===== config.mk =====
export PLATFORM = sky130hd
export DESIGN_NAME = emergency_preempt_arbiter_flat
export DESIGN_NICKNAME = d
export VERILOG_FILES = /design/src/rtl/emergency_preempt_arbiter_if.sv /design/src/rtl/emergency_preempt_arbiter.sv /design/src/flat_wrapper.sv
export SDC_FILE = /design/constraint.sdc
export NUM_CORES = 1
export LEC_CHECK = 0
export CORE_MARGIN = 5
export CORE_UTILIZATION = 55
export CTS_CLUSTER_SIZE = 12
export DETAILED_ROUTE_END_ITERATION = 6
export PLACE_DENSITY = 0.74
export RECOVER_POWER = 25
export SKIP_LAST_GASP = 1
export SYNTH_ARGS = -nofsm -noshare
export SYNTH_HDL_FRONTEND = slang
export SYNTH_SLANG_ARGS = --single-unit
export TNS_END_PERCENT = 30

===== constraint.sdc =====
create_clock -name clk -period 2.2 [get_ports clk]
set_input_delay 0.33 -clock clk [delete_from_list [all_inputs] [get_ports clk]]
set_output_delay 0.33 -clock clk [all_outputs]
set_load 0.05 [all_outputs]

===== src/rtl/emergency_preempt_arbiter_if.sv =====
// Request/grant bundle between the siren detectors, the preemption arbiter and the light controller.
interface emergency_preempt_arbiter_if;
  logic [3:0] req_raw;
  logic       vsw;
  logic       fault;
  logic [3:0] Emergency_green;
  logic       preempt_active;
  logic       timeout;

  modport master (
    output req_raw, vsw, fault,
    input  Emergency_green, preempt_active, timeout
  );

  modport slave (
    input  req_raw, vsw, fault,
    output Emergency_green, preempt_active, timeout
  );
endinterface


===== src/rtl/emergency_preempt_arbiter.sv =====
// Synchronises, debounces and round-robin arbitrates four siren requests into a one-hot
// emergency-green grant with minimum hold, maximum hold and a clearance gap.
module emergency_preempt_arbiter #(
  parameter int unsigned DEBOUNCE_CYC = 4,
  parameter int unsigned MIN_HOLD     = 40,
  parameter int unsigned MAX_HOLD     = 200,
  parameter int unsigned CLEAR_CYC    = 8
) (
  input logic                         clk,
  input logic                         reset,
  emergency_preempt_arbiter_if.slave  bus
);

  localparam logic [7:0] DbLast  = 8'(DEBOUNCE_CYC - 1);
  localparam logic [7:0] MinLast = 8'(MIN_HOLD - 1);
  localparam logic [7:0] MaxLast = 8'(MAX_HOLD - 1);
  localparam logic [7:0] ClrLast = 8'(CLEAR_CYC - 1);

  typedef enum logic [1:0] {StIdle, StGrant, StClear} state_e;

  state_e     state_q, state_d;
  logic [3:0] sync1_q, sync2_q;
  logic [3:0] req_db_q, req_db_d;
  logic [7:0] db_cnt_q [4];
  logic [7:0] db_cnt_d [4];
  logic [3:0] mask_q, mask_d, elig;
  logic [7:0] hold_q, hold_d, clr_q, clr_d;
  logic [1:0] lane_q, lane_d, last_q, last_d, pick;
  logic       pick_vld, timeout_exit;
  logic [3:0] eg_q, eg_d;
  logic       pa_q, pa_d, to_q, to_d;

  // Input path: 2-flop synchroniser, then a per-lane counter that flips the debounced level
  // after DEBOUNCE_CYC consecutive samples disagreeing with it.
  always_comb begin
    req_db_d = req_db_q;
    for (int i = 0; i < 4; i++) begin
      db_cnt_d[i] = 8'd0;
      if (sync2_q[i] != req_db_q[i]) begin
        if (db_cnt_q[i] == DbLast) req_db_d[i] = sync2_q[i];
        else                       db_cnt_d[i] = db_cnt_q[i] + 8'd1;
      end
    end
  end

  assign elig = req_db_q & ~mask_q;

  // Scan last+4 down to last+1 so the lane closest after last wins.
  always_comb begin
    pick     = last_q;
    pick_vld = 1'b0;
    for (int k = 4; k >= 1; k--) begin
      if (elig[last_q + 2'(k)]) begin
        pick     = last_q + 2'(k);
        pick_vld = 1'b1;
      end
    end
  end

  always_comb begin
    state_d      = state_q;
    lane_d       = lane_q;
    last_d       = last_q;
    hold_d       = hold_q;
    clr_d        = clr_q;
    timeout_exit = 1'b0;
    unique case (state_q)
      StIdle: begin
        if (bus.vsw && !bus.fault && pick_vld) begin
          state_d = StGrant;
          lane_d  = pick;
          hold_d  = 8'd0;
        end
      end
      StGrant: begin
        if (hold_q != 8'hff) hold_d = hold_q + 8'd1;
        if (!bus.vsw || bus.fault || (hold_q == MaxLast) ||
            (!req_db_q[lane_q] && (hold_q >= MinLast))) begin
          state_d      = StClear;
          last_d       = lane_q;
          clr_d        = 8'd0;
          timeout_exit = bus.vsw && !bus.fault && (hold_q == MaxLast);
        end
      end
      StClear: begin
        if (clr_q == ClrLast) state_d = StIdle;
        else                  clr_d   = clr_q + 8'd1;
      end
      default: state_d = StIdle;
    endcase
  end

  // A timed-out lane stays masked until its debounced request drops.
  assign mask_d = (mask_q & req_db_q) | (timeout_exit ? (4'b0001 << lane_q) : 4'b0000);

  always_comb begin
    eg_d = 4'b0000;
    pa_d = 1'b0;
    to_d = timeout_exit;
    if (state_d == StGrant) begin
      eg_d = 4'b0001 << lane_d;
      pa_d = 1'b1;
    end
  end

  always_ff @(posedge clk or negedge reset) begin
    if (!reset) begin
      state_q <= StIdle;
      eg_q    <= 4'b0000;
      pa_q    <= 1'b0;
      to_q    <= 1'b0;
    end else begin
      state_q <= state_d;
      eg_q    <= eg_d;
      pa_q    <= pa_d;
      to_q    <= to_d;
    end
  end

  always_ff @(posedge clk or negedge reset) begin
    if (!reset) begin
      sync1_q  <= 4'b0000;
      sync2_q  <= 4'b0000;
      req_db_q <= 4'b0000;
      for (int i = 0; i < 4; i++) db_cnt_q[i] <= 8'd0;
      mask_q   <= 4'b0000;
      hold_q   <= 8'd0;
      clr_q    <= 8'd0;
      lane_q   <= 2'd0;
      last_q   <= 2'd3;
    end else begin
      sync1_q  <= bus.req_raw;
      sync2_q  <= sync1_q;
      req_db_q <= req_db_d;
      for (int i = 0; i < 4; i++) db_cnt_q[i] <= db_cnt_d[i];
      mask_q   <= mask_d;
      hold_q   <= hold_d;
      clr_q    <= clr_d;
      lane_q   <= lane_d;
      last_q   <= last_d;
    end
  end

  assign bus.Emergency_green = eg_q;
  assign bus.preempt_active  = pa_q;
  assign bus.timeout         = to_q;

endmodule


===== src/flat_wrapper.sv =====
// flat-port wrapper written by rule: the top's interface ports become plain ports
module emergency_preempt_arbiter_flat 
#(
  parameter int unsigned DEBOUNCE_CYC = 4,
  parameter int unsigned MIN_HOLD     = 40,
  parameter int unsigned MAX_HOLD     = 200,
  parameter int unsigned CLEAR_CYC    = 8
)
  (clk, reset, bus_req_raw, bus_vsw, bus_fault, bus_Emergency_green, bus_preempt_active, bus_timeout);
  emergency_preempt_arbiter_if bus_i ();
  input logic clk;
  input logic reset;
  input wire logic [$bits(bus_i.req_raw)-1:0] bus_req_raw;
  input wire logic [$bits(bus_i.vsw)-1:0] bus_vsw;
  input wire logic [$bits(bus_i.fault)-1:0] bus_fault;
  output wire logic [$bits(bus_i.Emergency_green)-1:0] bus_Emergency_green;
  output wire logic [$bits(bus_i.preempt_active)-1:0] bus_preempt_active;
  output wire logic [$bits(bus_i.timeout)-1:0] bus_timeout;
  assign bus_i.req_raw = bus_req_raw;
  assign bus_i.vsw = bus_vsw;
  assign bus_i.fault = bus_fault;
  assign bus_Emergency_green = bus_i.Emergency_green;
  assign bus_preempt_active = bus_i.preempt_active;
  assign bus_timeout = bus_i.timeout;
  emergency_preempt_arbiter #(.DEBOUNCE_CYC(DEBOUNCE_CYC), .MIN_HOLD(MIN_HOLD), .MAX_HOLD(MAX_HOLD), .CLEAR_CYC(CLEAR_CYC)) u_core (.clk(clk), .reset(reset), .bus(bus_i));
endmodule

Word-level counts from Yosys, hierarchy flattened

Cells that the tools add are included.

Flip-flop bits (word level): 76
Output and inout port bits: 6

Add/sub/neg operators: 9
$lt $le $gt $ge: 6
Eq/ne operators: 18
Shifts and indexed selects: 2
Muxes and demuxes: 42
Bitwise gates (word level): 4
Reduce and logical (&&, ||, !) cells: 20

Operators with widths:

| operator                                                           | count |
|---|---|
| 2-to-1 mux 8 bit                                                   | 12 |
| adder 8 x 1 -> 8 bit (second input constant)                       | 6 |
| == test 8 x 2 -> 1 bit (second input constant)                     | 4 |
| one-hot mux 8 bit (2 select lines)                                 | 2 |
| 2-to-1 mux 2 bit                                                   | 8 |
| < comparator 2 x 3 -> 1 bit (second input constant)                | 5 |
| 2-to-1 mux 1 bit                                                   | 12 |
| binary-select mux 1 bit (select 2 bit)                             | 5 |
| AND reduction 2 bit                                                | 5 |
| AND 4 bit                                                          | 2 |
| == test 8 x 3 -> 1 bit (second input constant)                     | 1 |
| == test 8 bit (second input constant)                              | 1 |
| greater-or-equal comparator 8 x 6 -> 1 bit (second input constant) | 1 |
| 2-to-1 mux 4 bit                                                   | 2 |
| inequality test 8 bit (second input constant)                      | 1 |
| left shift 1 x 2 -> 4 bit (first input constant)                   | 2 |
| inequality test 2 x 1 -> 1 bit (second input constant)             | 3 |
| one-hot mux 2 bit (3 select lines)                                 | 1 |
| AND reduction 3 bit                                                | 2 |
| adder 2 bit (second input constant)                                | 2 |
| == test 2 x 1 -> 1 bit (second input constant)                     | 2 |
| logical AND 1 bit                                                  | 4 |
| inequality test 1 bit                                              | 4 |
| NOT 4 bit                                                          | 1 |
| other kinds (8)                                                    | 13 |

Longest topological paths before layout

Depth in word-level cells: 13
Depth in mapped cells: 7
Mapped depth without buffers: 7

Least setup slack after synthesis

No wires, ideal clock.

Kind: register to register
From: register u_core.hold_q[0]
To: register u_core.eg_q[1], in the netlist u_core.bus.Emergency_green[1]
Data arrival time: 2.129 ns
Data required time: 2.104 ns
Setup slack: -0.025 ns
Stages on the path, launching flop included: 7
Buffers on the path: 0
Clock period less this slack: 2.225 ns
Path through: dfrtp_1 ha_1 a211o_1 a211o_1 a211o_1 a221o_1 nor4_2

Word-level cells in the longest chain between the ends: 7
Elaborated cells on any way between the ends: 9

Ends and longest elaborated chain:

| item                                                                               | RTL line                                                         | text |
|---|---|---|
| from (decl)                                                                        | emergency_preempt_arbiter.sv:27                                  | `logic [7:0] hold_q, hold_d, clr_q, clr_d;` |
| from (signal assigned)                                                             | emergency_preempt_arbiter.sv:137                                 | `hold_q <= hold_d;` |
| greater-or-equal comparator 8 x 6 -> 1 bit / == test 8 bit (equally long branches) | emergency_preempt_arbiter.sv:78, emergency_preempt_arbiter.sv:77 |  |
| logical AND 1 bit / logical OR 1 bit (equally long branches)                       | emergency_preempt_arbiter.sv:78, emergency_preempt_arbiter.sv:77 |  |
| logical OR 1 bit (*)                                                               | emergency_preempt_arbiter.sv:77                                  | `if (!bus.vsw \|\| bus.fault \|\| (hold_q == MaxLast) \|\|` |
| 2-to-1 mux 2 bit (*)                                                               | emergency_preempt_arbiter.sv:77                                  |  |
| one-hot mux 2 bit (3 select lines) (*)                                             | emergency_preempt_arbiter.sv:67                                  | `unique case (state_q)` |
| == test 2 x 1 -> 1 bit (*)                                                         | emergency_preempt_arbiter.sv:100                                 | `if (state_d == StGrant) begin` |
| 2-to-1 mux 4 bit (*)                                                               | emergency_preempt_arbiter.sv:100                                 |  |
| named net u_core.eg_d[1]                                                           | emergency_preempt_arbiter.sv:30                                  | `logic [3:0] eg_q, eg_d;` |
| to (signal assigned)                                                               | emergency_preempt_arbiter.sv:114                                 | `eg_q <= eg_d;` |
| to (decl)                                                                          | emergency_preempt_arbiter.sv:30                                  |  |

The timed path passes the listed nets; every way through them passes the cells marked *.
A chain may end at the register's enable or synchronous reset.

Final worst setup path

From: register u_core.hold_q[1]
To: register u_core.eg_q[3], in the netlist u_core.bus.Emergency_green[3]

Same word-level chain as after synthesis.

==> impl_metrics.csv <==
group,metric,value,unit
min_path,hold_start,"u_core.sync1_q[0]",
clocking,htree_levels,3,
global_route,grt_first_pass_wirelength,12.0,mm
worst_setup_path,slowest_delay,460,ps
logic_synthesis,synth.area.mux_share,4.41,%
sta,grt_setup_unrepaired,"yes",
clocking,clk_pin_slew,80,ps
min_path,hold_depth,0,
clocking,clock_path_buffers,2,
power_and_ir_drop,share_comb_of_total_power,37.7,%
routing,wirelength,6.97,mm
sta,setup_violations,6,
routing,final_antenna_net_count,0,
power_and_ir_drop,p_sw,1790,uW
floorplanning,die_h,91.6,um
status,status,"finished, violations left",
floorplanning,io_pins,14,
floorplanning,die_x,91.6,um
global_route,use_met1,23.8,%
power_and_ir_drop,p_total,4580,uW
run,cap_violations,0,
sta,layout_min_cycle_time,2280,ps
clocking,clock_sinks,76,
finish,final_common_cell,"dfrtp_1",
floorplanning,initial_core_util,57.0,%
worst_setup_path,startpoint,"u_core.hold_q[1]",
logic_synthesis,synth_fp_nets,360,
worst_setup_path,rrSetupSlack,-80,ps
power_and_ir_drop,clkPwrFrac,21.5,%
clocking,cts_tree,"built",
worst_setup_path,setup.worst_path.class,"reg2reg",
sta,maxSlewHeadroom,44.8,%
worst_setup_path,cp-end-kind,"flip-flop",
global_route,antenna_found_initial,0,
worst_setup_path,reg2reg_to,"u_core.bus.Emergency_green[3]",
global_route,grt.busiest_layer,"met2",
finish,final_util,67.3,%
power_and_ir_drop,p_int,2780,uW
logic_synthesis,synth_cell_type_count,52,
placement,gp_congestion,0.870,
worst_setup_path,rr_startpoint,"u_core.hold_q[1]",
worst_setup_path,cp_top_family,"compound AO/OA/AOI/OAI gates",
worst_setup_path,cp.arrival,2540,ps
clocking,clockRootBuffer,"clkbuf_8",
logic_synthesis,syn_inst,342,
finish,final_cell_mix,"dfrtp_1, nor2_1, nand3_1",
global_route,use_met3,4.05,%
clocking,cts_buffers,9,
worst_setup_path,cp.required,2460,ps
worst_setup_path,crit_chain,"ha_2 > a211o_1 > a211o_1 > a211o_1 > a221o_2 > nor4b_2",
power_and_ir_drop,swShare,39.2,%
routing,remaining_drc_errors,0,
global_route,grt_usage,17.6,%
logic_synthesis,yosys_warnings,0,
logic_synthesis,synth_compound_area_share,12.1,%
routing,dr.pass1.iters,5,
global_route,met2_usage,27.7,%
placement,portBuffers,13,
finish,n_antenna_cell,0,
logic_synthesis,synth_seq_area_share,52.0,%
routing,via_count,2673,
global_route,gr-total-overflow,0,
min_path,hold_end,"u_core.sync2_q[0]",
sta,hold_slack,355,ps
worst_setup_path,critPathBufInv,0,
power_and_ir_drop,p_leak,0.00200,uW
finish,area_delta_synth_final,18.0,%
sta,worst_pin_slew,828,ps
logic_synthesis,ys_async_sr_fraction,100,%
logic_synthesis,ys.flop_type,"dfrtp_1",
sta,fin_skew,9.76,ps
logic_synthesis,yosys.area_share.xor_xnor,6.70,%
finish,finalNetCount,405,
placement,dpl.hpwl,4.94,mm
status,violations,"negative setup slack",
worst_setup_path,crit_top_cell,"a211o_1",
global_route,grt_pass1_vias,2639,
logic_synthesis,ys_seq_elements,76,
sta,hold_viol,0,
logic_synthesis,synth_edf_count,0,
sta,fmax,438,MHz
worst_setup_path,cp_slowest_cell,"a221o_2",
clocking,insertion_delay,350,ps
power_and_ir_drop,ir_drop,0.000847,V
worst_setup_path,r2r_cells,6,
routing,wl_per_cell,14.9,um
power_and_ir_drop,powerDensity,1060,mW/mm2
floorplanning,row_count,29,
sta,period_share,104,%
sta,fin_ws,-84.6,ps
min_path,worstHoldPathType,"reg2reg",
sta,final_max_slew_viol_count,0,
logic_synthesis,synth_fa_ha_area_share,3.42,%
power_and_ir_drop,seqPwrFrac,40.8,%
logic_synthesis,synth-simple-area-share,19.6,%
worst_setup_path,cp-start-kind,"flip-flop",
routing,first_iter_violations,110,
worst_setup_path,worstSetupPathDepth,6,
routing,via_per_inst,5.70,
global_route,grt_max_degree,45,
worst_setup_path,path_max_fanout,5,
logic_synthesis,syn-cell-area,0.00366,mm2
logic_synthesis,synth_top_family_by_area,"simple AND/OR/NAND/NOR gates",
finish,drive_above_1_share,17.6,%
floorplanning,core,0.00642,mm2
logic_synthesis,synth_area_per_cell,10.7,um2
placement,pre_cts_ws,-78.5,ps
floorplanning,die_area,0.00839,mm2
-- registers in the layout, indices dropped and copies added, names as in the netlist --
name	count
u_core.db_cnt_q	32
u_core.last_q	2
u_core.clr_q	8
u_core.bus.Emergency_green	4
u_core.state_q	2
u_core.hold_q	8
u_core.lane_q	2
u_core.mask_q	4
u_core.sync2_q	4
u_core.bus.preempt_active	1
u_core.sync1_q	4
u_core.bus.timeout	1
u_core.req_db_q	4
-- final cells by class --
class	instances	area (um2)
timing repair buffer	38	332
sequential	76	1900
clock inverter	7	60.1
tap	77	96.3
clock buffer	9	124
inverter	13	48.8
multi-input combinational	249	1760
fill	492	2100
-- synthesized netlist by cell type (all sizes together), types with 5 or more instances --
cell    instances  area (um2)
nand2b          6        37.5
xor2           22         193
mux2            9         101
o21ai          11        55.1
mux2i           6        60.1
nor4            5        37.5
and3           14        87.6
nor2           39         146
dfrtp          74        1850
o31ai          12        90.1
xnor2           6        52.6
nand2          22        82.6
a32o            5        50.1
ha             10         125
inv            13        48.8
nand3          30         150
-- power by group through the flow --
stage | logic, uW | registers, uW | clock network [uW]
after floorplan | 1030 | 1930 | 0
after global placement | 1590 | 1880 | 0
after detailed placement | 1610 | 1890 | 0
after CTS | 1640 | 1860 | 1010
after global routing | 1890 | 1900 | 1090
final | 1720 | 1870 | 986
-- worst max path at each step --
| stage | to | slack, ps |
|---|---|---|
| 6_report | u_core.bus.Emergency_green[3] | -80 |
| 5_1_grt | u_core.bus.Emergency_green[3] | -150 |
| 4_1_cts | u_core.bus.Emergency_green[1] | -60 |
| 3_5_place_dp | u_core.bus.Emergency_green[1] | -80 |
| 3_3_place_gp | u_core.bus.Emergency_green[1] | -30 |
| 2_1_floorplan | u_core.bus.Emergency_green[1] | 10 |
-- routing by layer --
| metal | up-vias | share of wire [%] |
|---|---|---|
| li1 | 1323 | - |
| met1 | 1318 | 48 |
| met2 | 30 | 50 |
| met3 | 2 | 2.5 |
| met4 | 0 | 0.32 |
| met5 | - | 0 |
-- logic make-up after synthesis --
| kind of cell | Yosys count |
|---|---|
| xor gates and xnor gates | 28 |
| AOI/OAI and AO/OA | 57 |
| muxes | 15 |
| adders and majority gates | 10 |
| and+or+nand+nor | 139 |
| DFF | 76 |
| buffers and inverters | 17 |
-- what timing repair did --
action / CTS / global route
setup buffers: 1 / 1
resized for setup: 1 / 11
setup endpoints to repair: 5 / 13
hold buffers: 1 / 0
cloned: 0 / 0
endpoints found under the hold margin: 30 / 0
pin swaps: 1 / 6
-- metrics by stage --
stage | TNS [ps] | cells | area, um2
after floorplan | 0 | 342 | 3660
after global placement | -37.7 | 450 | 4050
after detailed placement | -173 | 450 | 4050
after CTS | -142 | 468 | 4260
after global routing | -784 | 469 | 4320
final | -245 | 469 | 4320
No activity file was read; power rests on OpenSTA's default activity.
